<file path="src/rtl/wb_pkg.sv">
// Shared constants for the writeback stage: mem_op bit positions, FSM encodings, default widths.
package wb_pkg;

    // One-hot mem_op bit positions
    localparam int unsigned MOP_LB   = 0;
    localparam int unsigned MOP_LH   = 1;
    localparam int unsigned MOP_LW   = 2;
    localparam int unsigned MOP_LBU  = 3;
    localparam int unsigned MOP_LHU  = 4;
    localparam int unsigned MOP_LWU  = 5;
    localparam int unsigned MOP_LD   = 6;
    localparam int unsigned MOP_RSVD = 7;

    // FSM state encodings
    localparam logic [1:0] ST_EMPTY = 2'd0;
    localparam logic [1:0] ST_WAIT  = 2'd1;
    localparam logic [1:0] ST_DONE  = 2'd2;

    // Default widths
    localparam int unsigned XLEN_DEF    = 32;
    localparam int unsigned RADDR_W_DEF = 5;
    localparam int unsigned ECODE_W_DEF = 6;
    localparam int unsigned ESUB_W_DEF  = 9;

endpackage

</file>
<file path="src/rtl/wb_load_align.sv">
// Load data alignment: picks the addressed lane of the response and sign/zero-extends it.
module wb_load_align
    import wb_pkg::*;
#(
    parameter int unsigned XLEN = 32,
    parameter int unsigned OffW = 2
) (
    input  logic [XLEN-1:0] rdata_i,
    input  logic [OffW-1:0] off_i,
    input  logic [7:0]      mem_op_i,
    output logic [XLEN-1:0] data_o
);

    logic [XLEN-1:0] sh;
    logic [XLEN-1:0] word_s;
    logic            half_ok;
    logic            word_ok;

    // Shift the addressed byte down to lane 0; misaligned accesses yield 0
    always_comb begin
        sh      = rdata_i >> {off_i, 3'b000};
        half_ok = (off_i[0] == 1'b0);
        word_ok = (off_i[1:0] == 2'b00);
        word_s  = word_ok ? XLEN'($signed(sh[31:0])) : '0;
    end

    // Extend the selected lane according to the one-hot load type
    always_comb begin
        data_o = '0;
        unique case (1'b1)
            mem_op_i[MOP_LB]:   data_o = XLEN'($signed(sh[7:0]));
            mem_op_i[MOP_LBU]:  data_o = XLEN'(sh[7:0]);
            mem_op_i[MOP_LH]:   data_o = half_ok ? XLEN'($signed(sh[15:0])) : '0;
            mem_op_i[MOP_LHU]:  data_o = half_ok ? XLEN'(sh[15:0]) : '0;
            mem_op_i[MOP_LW]:   data_o = word_s;
            mem_op_i[MOP_LWU]: begin
                if (XLEN == 64) data_o = word_ok ? XLEN'(sh[31:0]) : '0;
                else            data_o = word_s;
            end
            mem_op_i[MOP_LD]: begin
                // 32-bit datapath has no doubleword: LD degrades to LW
                if (XLEN == 64) data_o = (off_i == '0) ? sh : '0;
                else            data_o = word_s;
            end
            mem_op_i[MOP_RSVD]: data_o = '0;
            default:            data_o = '0;
        endcase
    end

endmodule

</file>
<file path="src/rtl/wb_stage_gen.sv">
// Writeback stage: registers one instruction from MEM, waits for load data, then retires it
// to the regfile or submits its exception/ertn to the CSR unit.
module wb_stage_gen
    import wb_pkg::*;
#(
    parameter int unsigned XLEN    = XLEN_DEF,
    parameter int unsigned RADDR_W = RADDR_W_DEF,
    parameter int unsigned ECODE_W = ECODE_W_DEF,
    parameter int unsigned ESUB_W  = ESUB_W_DEF
) (
    input  logic               clk_i,
    input  logic               rst_ni,
    input  logic               in_valid_i,
    output logic               in_ready_o,
    input  logic [XLEN-1:0]    in_pc_i,
    input  logic [XLEN-1:0]    in_result_i,
    input  logic [7:0]         in_mem_op_i,
    input  logic               in_res_from_mem_i,
    input  logic               in_gr_we_i,
    input  logic [RADDR_W-1:0] in_dest_i,
    input  logic               in_has_exc_i,
    input  logic [ECODE_W-1:0] in_ecode_i,
    input  logic [ESUB_W-1:0]  in_esubcode_i,
    input  logic [XLEN-1:0]    in_maddr_i,
    input  logic               in_ertn_i,
    input  logic               data_ok_i,
    input  logic [XLEN-1:0]    data_rdata_i,
    output logic               rf_we_o,
    output logic [RADDR_W-1:0] rf_waddr_o,
    output logic [XLEN-1:0]    rf_wdata_o,
    output logic               fwd_valid_o,
    output logic               fwd_busy_o,
    output logic [RADDR_W-1:0] fwd_dest_o,
    output logic [XLEN-1:0]    fwd_data_o,
    output logic               exc_submit_o,
    output logic [ECODE_W-1:0] exc_ecode_o,
    output logic [ESUB_W-1:0]  exc_esubcode_o,
    output logic [XLEN-1:0]    exc_pc_o,
    output logic [XLEN-1:0]    exc_maddr_o,
    output logic               ertn_submit_o,
    output logic               flush_o,
    output logic [XLEN-1:0]    debug_wb_pc_o,
    output logic [3:0]         debug_wb_rf_we_o,
    output logic [RADDR_W-1:0] debug_wb_rf_wnum_o,
    output logic [XLEN-1:0]    debug_wb_rf_wdata_o
);

    localparam int unsigned OffW = (XLEN == 64) ? 3 : 2;

    logic [1:0]         state_q, state_d;
    logic [XLEN-1:0]    rdata_q, rdata_d;
    logic [XLEN-1:0]    pc_q, result_q, maddr_q;
    logic [7:0]         mem_op_q;
    logic               from_mem_q, gr_we_q, has_exc_q, ertn_q;
    logic [RADDR_W-1:0] dest_q;
    logic [ECODE_W-1:0] ecode_q;
    logic [ESUB_W-1:0]  esub_q;

    logic            st_wait, st_done, ready, flush, capture, load_wait;
    logic [XLEN-1:0] load_val, final_val;

    assign st_wait   = (state_q == ST_WAIT);
    assign st_done   = (state_q == ST_DONE);
    assign ready     = (state_q == ST_EMPTY) | st_done;
    assign flush     = st_done & (has_exc_q | ertn_q);
    assign capture   = in_valid_i & ready & ~flush;
    // A load carrying an exception never issued a request, so it must not wait
    assign load_wait = in_res_from_mem_i & ~in_has_exc_i;

    // Next state and load-data latch
    always_comb begin
        state_d = state_q;
        rdata_d = rdata_q;
        if (capture) begin
            state_d = (load_wait & ~data_ok_i) ? ST_WAIT : ST_DONE;
            if (load_wait & data_ok_i) rdata_d = data_rdata_i;
        end else begin
            unique case (state_q)
                ST_WAIT: begin
                    if (data_ok_i) begin
                        state_d = ST_DONE;
                        rdata_d = data_rdata_i;
                    end
                end
                ST_DONE: state_d = ST_EMPTY;
                default: state_d = state_q;
            endcase
        end
    end

    // State, load data and instruction payload registers
    always_ff @(posedge clk_i or negedge rst_ni) begin
        if (!rst_ni) begin
            state_q    <= ST_EMPTY;
            rdata_q    <= '0;
            pc_q       <= '0;
            result_q   <= '0;
            maddr_q    <= '0;
            mem_op_q   <= '0;
            from_mem_q <= 1'b0;
            gr_we_q    <= 1'b0;
            has_exc_q  <= 1'b0;
            ertn_q     <= 1'b0;
            dest_q     <= '0;
            ecode_q    <= '0;
            esub_q     <= '0;
        end else begin
            state_q <= state_d;
            rdata_q <= rdata_d;
            if (capture) begin
                pc_q       <= in_pc_i;
                result_q   <= in_result_i;
                maddr_q    <= in_maddr_i;
                mem_op_q   <= in_mem_op_i;
                from_mem_q <= in_res_from_mem_i;
                gr_we_q    <= in_gr_we_i;
                has_exc_q  <= in_has_exc_i;
                ertn_q     <= in_ertn_i;
                dest_q     <= in_dest_i;
                ecode_q    <= in_ecode_i;
                esub_q     <= in_esubcode_i;
            end
        end
    end

    wb_load_align #(
        .XLEN (XLEN),
        .OffW (OffW)
    ) u_align (
        .rdata_i  (rdata_q),
        .off_i    (result_q[OffW-1:0]),
        .mem_op_i (mem_op_q),
        .data_o   (load_val)
    );

    // Retire, exception/ertn submission and forwarding outputs
    always_comb begin
        final_val           = from_mem_q ? load_val : result_q;
        // Held low during reset so no output reports readiness
        in_ready_o          = rst_ni & ready;
        rf_we_o             = st_done & gr_we_q & ~has_exc_q;
        rf_waddr_o          = dest_q;
        rf_wdata_o          = final_val;
        fwd_valid_o         = (st_wait | st_done) & gr_we_q & ~has_exc_q;
        fwd_busy_o          = st_wait;
        fwd_dest_o          = dest_q;
        fwd_data_o          = final_val;
        exc_submit_o        = st_done & has_exc_q;
        exc_ecode_o         = ecode_q;
        exc_esubcode_o      = esub_q;
        exc_pc_o            = pc_q;
        exc_maddr_o         = maddr_q;
        ertn_submit_o       = st_done & ertn_q & ~has_exc_q;
        flush_o             = flush;
        debug_wb_pc_o       = pc_q;
        debug_wb_rf_we_o    = {4{rf_we_o}};
        debug_wb_rf_wnum_o  = dest_q;
        debug_wb_rf_wdata_o = final_val;
    end

endmodule
</file>
<file path="config.mk">
export PLATFORM = sky130hd
export DESIGN_NAME = wb_stage_gen
export DESIGN_NICKNAME = d
export VERILOG_FILES = /design/src/rtl/wb_pkg.sv /design/src/rtl/wb_load_align.sv /design/src/rtl/wb_stage_gen.sv
export SDC_FILE = /design/constraint.sdc
export NUM_CORES = 1
export LEC_CHECK = 0
export BUFFER_PORTS_ARGS = -buffer_cell sky130_fd_sc_hd__clkbuf_2
export CORE_AREA = 2 2 155 157
export DETAILED_ROUTE_END_ITERATION = 8
export DIE_AREA = 0 0 157 159
export PLACE_DENSITY = 0.64
export SYNTH_ARGS = -nofsm -noshare
export SYNTH_HDL_FRONTEND = slang
export SYNTH_SLANG_ARGS = --single-unit
</file>
<file path="constraint.sdc">
create_clock -name clk_i -period 2.3 [get_ports clk_i]
set_input_delay 0.115 -clock clk_i [delete_from_list [all_inputs] [get_ports clk_i]]
set_output_delay 0.115 -clock clk_i [all_outputs]
set_load 0.03 [all_outputs]
</file>
==> flow_metrics.env, run 1 <==
export IMPL_final_antenna_net_count=0
export IMPL_cts_tree="built"
export IMPL_crit_slowest_cell="mux2i_2"
export IMPL_synth_seq_area_share_pct=51.4
export IMPL_finalWirelength_mm=25.4
export IMPL_ys_ff_latch=161
export IMPL_hold_path_cell_count=3
export IMPL_cp_top_family="buffers and inverters"
export IMPL_synthMostInstantiatedCell="dfrtp_1"
export IMPL_htreeDepth=4
export IMPL_drive_above_1_share_pct=57.9
export IMPL_vias=6430
export IMPL_period_share_pct=99.5
export IMPL_min_to="state_q[0]"
export IMPL_rsz0062_at_grt="yes"
export IMPL_final_seq_area_um2=4040
export IMPL_yosysWarnings=0
export IMPL_syn_area_um2=7840
export IMPL_dr_first_iter_drc_count=271
export IMPL_cp_depth=6
export IMPL_fmax_ghz=0.437
export IMPL_clock_latency_ns=0.42
export IMPL_first_pass_iters=4
export IMPL_r2r_slack_ns=0.14
export IMPL_overflow=0
export IMPL_die_x_um=157
export IMPL_worst_slew_pin_slew_ns=0.559
export IMPL_via_per_inst=4.54
export IMPL_synth_edf_count=0
export IMPL_synth_area_leaders="dfrtp_1, mux2_2, buf_4"
export IMPL_syn2layout_area_growth_pct=55.5
export IMPL_clk_path_buf_depth=2
export IMPL_num_rows=56
export IMPL_num_fill_cells=1977
export IMPL_crit_type="reg2out"
export IMPL_yosysTopAreaCellShare_pct=51.4
export IMPL_preCtsSetupSlack_ns=-0.143
export IMPL_synth_main_ff_cell="dfrtp_1"
export IMPL_grt_pass1_vias=6639
export IMPL_coreArea_um2=23200
export IMPL_grt_max_degree=155
export IMPL_status="finished, final reports clean"
export IMPL_final_area_um2=12200
export IMPL_finalCriticalPeriod_ns=2.29
export IMPL_hp_start="data_ok_i"
export IMPL_ys_top_cells_by_count="dfrtp_1, mux2_2, buf_4"
export IMPL_start_util_pct=33.8
export IMPL_hold_path_class="in2reg"
export IMPL_maxCapViolations=0
export IMPL_ios=397
export IMPL_synthCells=631
export IMPL_synth_top_area_cell="dfrtp_1"
export IMPL_synth_distinct_cells=37
export IMPL_cp_start_kind="register"
export IMPL_place_area_um2=9390
export IMPL_path_cells="buf_4, mux2i_2, nand2_1, o211ai_1, o2bb2ai_1, clkbuf_2"
export IMPL_rr_worst_depth=6
export IMPL_syn_num_nets=798
export IMPL_path_clk_slew_ns=0.07
export IMPL_drcViolationCount=0
export IMPL_async_flop_share_pct=100
export IMPL_r2r_start="state_q[0]"
export IMPL_port_buffers=395
export IMPL_dieArea_um2=25000
export IMPL_dp_final_hpwl_mm=16.9
export IMPL_hold_violations=0
export IMPL_nets=1251
export IMPL_syn_area_per_cell_um2=12.4
export IMPL_slew_headroom_pct=62.7
export IMPL_grt_pass1_wl_mm=37.6
export IMPL_arrival_ns=2.17
export IMPL_r2r_end="rdata_q[29]"
export IMPL_required_ns=2.18
export IMPL_die_y_um=159
export IMPL_crit_buf_inv=2
export IMPL_antenna_found_initial=1
export IMPL_slowest_delay_ns=0.40
export IMPL_gp_congestion=0.802
export IMPL_fin_skew_ns=0.0117
export IMPL_setup_ws_ns=0.0113
export IMPL_multi_input_area_um2=2970
export IMPL_grt_usage_pct=19.6
export IMPL_clock_sinks=161
export IMPL_endpoint_kind="output port"
export IMPL_cts_root_buf="clkbuf_16"
export IMPL_setup_viol=0
export IMPL_crit_fanout=16
export IMPL_wl_per_cell_um=17.9
export IMPL_slew_viol_final=0
export IMPL_cts_buffers=17
==> worst max-delay path by stage <==
stage,start,to
3_3_place_gp,mem_op_q[5],fwd_data_o[7]
2_1_floorplan,result_q[1],fwd_data_o[23]
4_1_cts,result_q[1],fwd_data_o[14]
5_1_grt,result_q[1],debug_wb_rf_wdata_o[9]
6_report,result_q[1],debug_wb_rf_wdata_o[2]
3_5_place_dp,mem_op_q[5],debug_wb_rf_wdata_o[7]
==> cell families after synthesis <==
logic type	Yosys count	share of synthesized area (%)
AO/OA/AOI/OAI	70	6.29
adder cells (fa/ha/maj)	3	0.479
buffers and inverters	171	14.1
flip-flops	161	51.4
multiplexers	155	23.7
AND/OR/NAND/NOR	71	4.04
==> layout make-up <==
cell class	instances	area share [%]
antenna	1	0.0205
clock inverter	15	1.61
multi-input combinational	299	24.4
clock buffer	17	3.49
inverter	27	0.841
sequential	161	33.1
timing repair buffer	578	33.3
tap	319	3.27
==> through the flow <==
step                TNS (ns)  hold WS (ns)  utilization (%)  instances
CTS                  -0.0199        0.0308             51.4       1412
finish                     0        0.0551             52.6       1417
detailed placement     -1.72        0.0645             40.5       1216
global placement      -0.679        0.0648             40.5       1216
global route           -1.55        0.0408             52.6       1417
floorplan                  0        -0.181                -        631
==> cell usage in the layout (no fill, tap or decap), drive strengths merged <==
cell type,n
ha,3
nand3b,1
mux2,144
o31ai,1
and2,2
o211ai,5
or3,1
a21oi,2
o21bai,1
mux2i,10
o21a,1
o41ai,1
dlygate4sd3,160
clkinv,11
diode,1
nor3,2
a31o,2
o2bb2ai,6
a21boi,1
o221ai,23
nand2,53
nand3,3
nor2,3
o21ai,27
dfrtp,161
nor2b,1
inv,31
or3b,1
nand4b,1
and3b,3
mux4,1
buf,68
clkbuf,367
==> metal layers <==
| layer | track usage [%] | routed length [um] | up-vias |
|---|---|---|---|
| met2 | 35.6 | 13600 | 240 |
| met4 | 6.42 | 487 | 0 |
| met3 | 2.89 | 1080 | 33 |
| li1 | - | - | 2987 |
| met1 | 23.7 | 10200 | 3170 |
| met5 | 0 | 0 | - |
==> flip-flops by register name, summed over array words and instances, names as in the netlist <==
| signal | count |
|---|---|
| state_q | 2 |
| exc_ecode_o | 6 |
| debug_wb_rf_wnum_o | 5 |
| ertn_q | 1 |
| exc_maddr_o | 32 |
| debug_wb_pc_o | 32 |
| gr_we_q | 1 |
| has_exc_q | 1 |
| mem_op_q | 7 |
| rdata_q | 32 |
| exc_esubcode_o | 9 |
| result_q | 32 |
| from_mem_q | 1 |
==> worst min-delay path, stage by stage <==
cell,delay [ns]
clkbuf_2,0.12
or3b_2,0.13
mux2i_1,0.06
==> what timing repair did <==
item | 4_1_cts | 5_1_grt
setup endpoints to repair | 96 | 189
endpoints found under the hold margin | 196 | 0
resized for setup | 62 | 127
buffers inserted | 3 | 3
cloned | 1 | 1
hold buffers | 160 | 0
pin swaps | 1 | 2
Power of run 1 is left out: the tool's default activity adds up to more than one toggle a clock period on the data nets, which glitch-free logic cannot reach.
==> run 2, diff against run 1 <==
- CORE_AREA: 2 2 155 157 -> 2 2 153 155
- CTS_BUF_LIST: unset -> sky130_fd_sc_hd__clkbuf_8
- DIE_AREA: 0 0 157 159 -> 0 0 155 157
- PLACE_DENSITY: 0.64 -> 0.66
==> run 2 against run 1 <==
Net effect:
- the flow now finishes with violations (setup timing)
- routed wire length shrank 3.2%
- clock-buffer cell count increased by 1
- critical path depth unchanged
- sequential share of layout area hardly changed
- die area shrank 2.5%
- non-clock buffer count is 3 lower
- flip-flop and latch count did not move
- cell area hardly changed
- maximum frequency decreased by 2.9%
- via count shrank 0.28%
- register-to-register slack about the same
==> flow_metrics.env, run 2 (synthesized netlist as in run 1, its figures left out) <==
export IMPL_hold_path_class="in2async"
export IMPL_postLayoutCoreUtil_pct=54.2
export IMPL_finalWirelength_mm=24.6
export IMPL_final_seq_area_um2=4030
export IMPL_hold_violations=0
export IMPL_maxCapViolations=0
export IMPL_setup_viol=54
export IMPL_overflow=0
export IMPL_crit_start="result_q[1]"
export IMPL_path_cells="mux4_2, nand3_2, and2_4, buf_6, o221ai_2, clkbuf_8"
export IMPL_drive_above_1_share_pct=58.0
export IMPL_antenna_found_initial=0
export IMPL_slew_headroom_pct=62.4
export IMPL_arrival_ns=2.24
export IMPL_fin_skew_ns=0.0185
export IMPL_worst_slew_pin_slew_ns=0.564
export IMPL_clock_sinks=161
export IMPL_crit_buf_inv=2
export IMPL_status="finished, violations left"
export IMPL_required_ns=2.18
export IMPL_die_y_um=157
export IMPL_setup_tns_ns=-1.75
export IMPL_htreeDepth=4
export IMPL_grt_pass1_vias=6700
export IMPL_cts_tree="built"
export IMPL_ios=397
export IMPL_grt_max_degree=75
export IMPL_dp_final_hpwl_mm=16.0
export IMPL_slowest_delay_ns=0.55
export IMPL_setup_ws_ns=-0.0570
export IMPL_final_antenna_net_count=0
export IMPL_start_util_pct=34.8
export IMPL_nets=1248
export IMPL_crit_slowest_cell="mux4_2"
export IMPL_grt_pass1_wl_mm=37.0
export IMPL_period_share_pct=102
export IMPL_layout_commonest_cell="clkbuf_2"
export IMPL_diodes=0
export IMPL_r2r_start="state_q[0]"
export IMPL_via_per_inst=4.65
export IMPL_die_x_um=155
export IMPL_slew_viol_final=0
export IMPL_r2r_slack_ns=0.15
export IMPL_crit_fanout=8
export IMPL_crit_type="reg2out"
export IMPL_num_fill_cells=1850
export IMPL_gp_congestion=0.794
export IMPL_num_rows=55
export IMPL_grt_usage_pct=19.8
export IMPL_endpoint_kind="output port"
export IMPL_dr_first_iter_drc_count=213
export IMPL_port_buffers=395
export IMPL_dieArea_um2=24300
export IMPL_syn2layout_area_growth_pct=55.6
export IMPL_cts_root_buf="clkbuf_8"
export IMPL_rsz0062_at_grt="yes"
export IMPL_fmax_ghz=0.424
export IMPL_cp_top_family="multiplexers"
export IMPL_finalCriticalPeriod_ns=2.36
export IMPL_violations="setup timing"
export IMPL_coreArea_um2=22500
export IMPL_clock_latency_ns=0.45
export IMPL_wl_per_cell_um=17.8
export IMPL_first_pass_iters=6
export IMPL_drcViolationCount=0
export IMPL_mostFrequentLayoutCells="clkbuf_2, dlygate4sd3_1, dfrtp_1, mux2_2, nand2_1"
export IMPL_cp_start_kind="register"
export IMPL_clk_path_buf_depth=2
export IMPL_vias=6412
export IMPL_path_clk_slew_ns=0.09
export IMPL_multi_input_area_um2=3040
export IMPL_cts_buffers=17
==> run 2: changes by cell type in the layout (fill, tap and decap cells not counted), sizes merged <==
cell         before  now
buf              68   52
clkbuf          367  380
clkinv           11    2
bufinv            0    4
clkinvlp          0    2
inv              31   33
diode             1    0
dlygate4sd3     160  161
==> run 2: per-layer routing <==
metal	GRT usage, %	wire length (um)	vias up
met1	22.7	9670	3150
met5	0	0	-
met3	5.26	1380	36
met2	35.1	12900	252
met4	8.20	612	0
li1	-	-	2974
==> run 2: final cells by class <==
class	count	share of cell area [%]
tap	285	2.92
timing repair buffer	575	34.4
sequential	161	33.1
clock buffer	18	2.03
inverter	27	0.831
clock inverter	14	1.78
multi-input combinational	299	25.0
==> run 2: final timing paths <==
check,cells after the start,to
min,2,result_q[6]
min reg2reg,1,rdata_q[7]
max reg2reg,6,rdata_q[30]
max,6,debug_wb_rf_wdata_o[30]
max in group asynchronous,3,result_q[31]
min in group clk_i,4,state_q[1]
==> run 2: metrics by stage <==
| step | std cells | hold slack [ns] | instance area, um2 | setup slack, ns |
|---|---|---|---|---|
| global route | 1379 | 0.205 | 12200 | -0.156 |
| finish | 1379 | 0.195 | 12200 | -0.0570 |
| detailed placement | 1182 | 0.139 | 9350 | 0.0151 |
| CTS | 1376 | 0.176 | 12000 | -0.0697 |
| floorplan | 631 | -0.181 | 7850 | 0.00917 |
| global placement | 1182 | 0.129 | 9350 | 0.0335 |
==> run 2: repair_timing <==
item                                    4_1_cts  5_1_grt
hold buffers                                161        0
setup buffers                                 0        3
pin swaps                                     1        1
cloned                                        1        0
endpoints found under the setup margin       98       96
resized for setup                           132       66
hold endpoints to repair                    212        0
Power of run 2 is left out for the same reason.
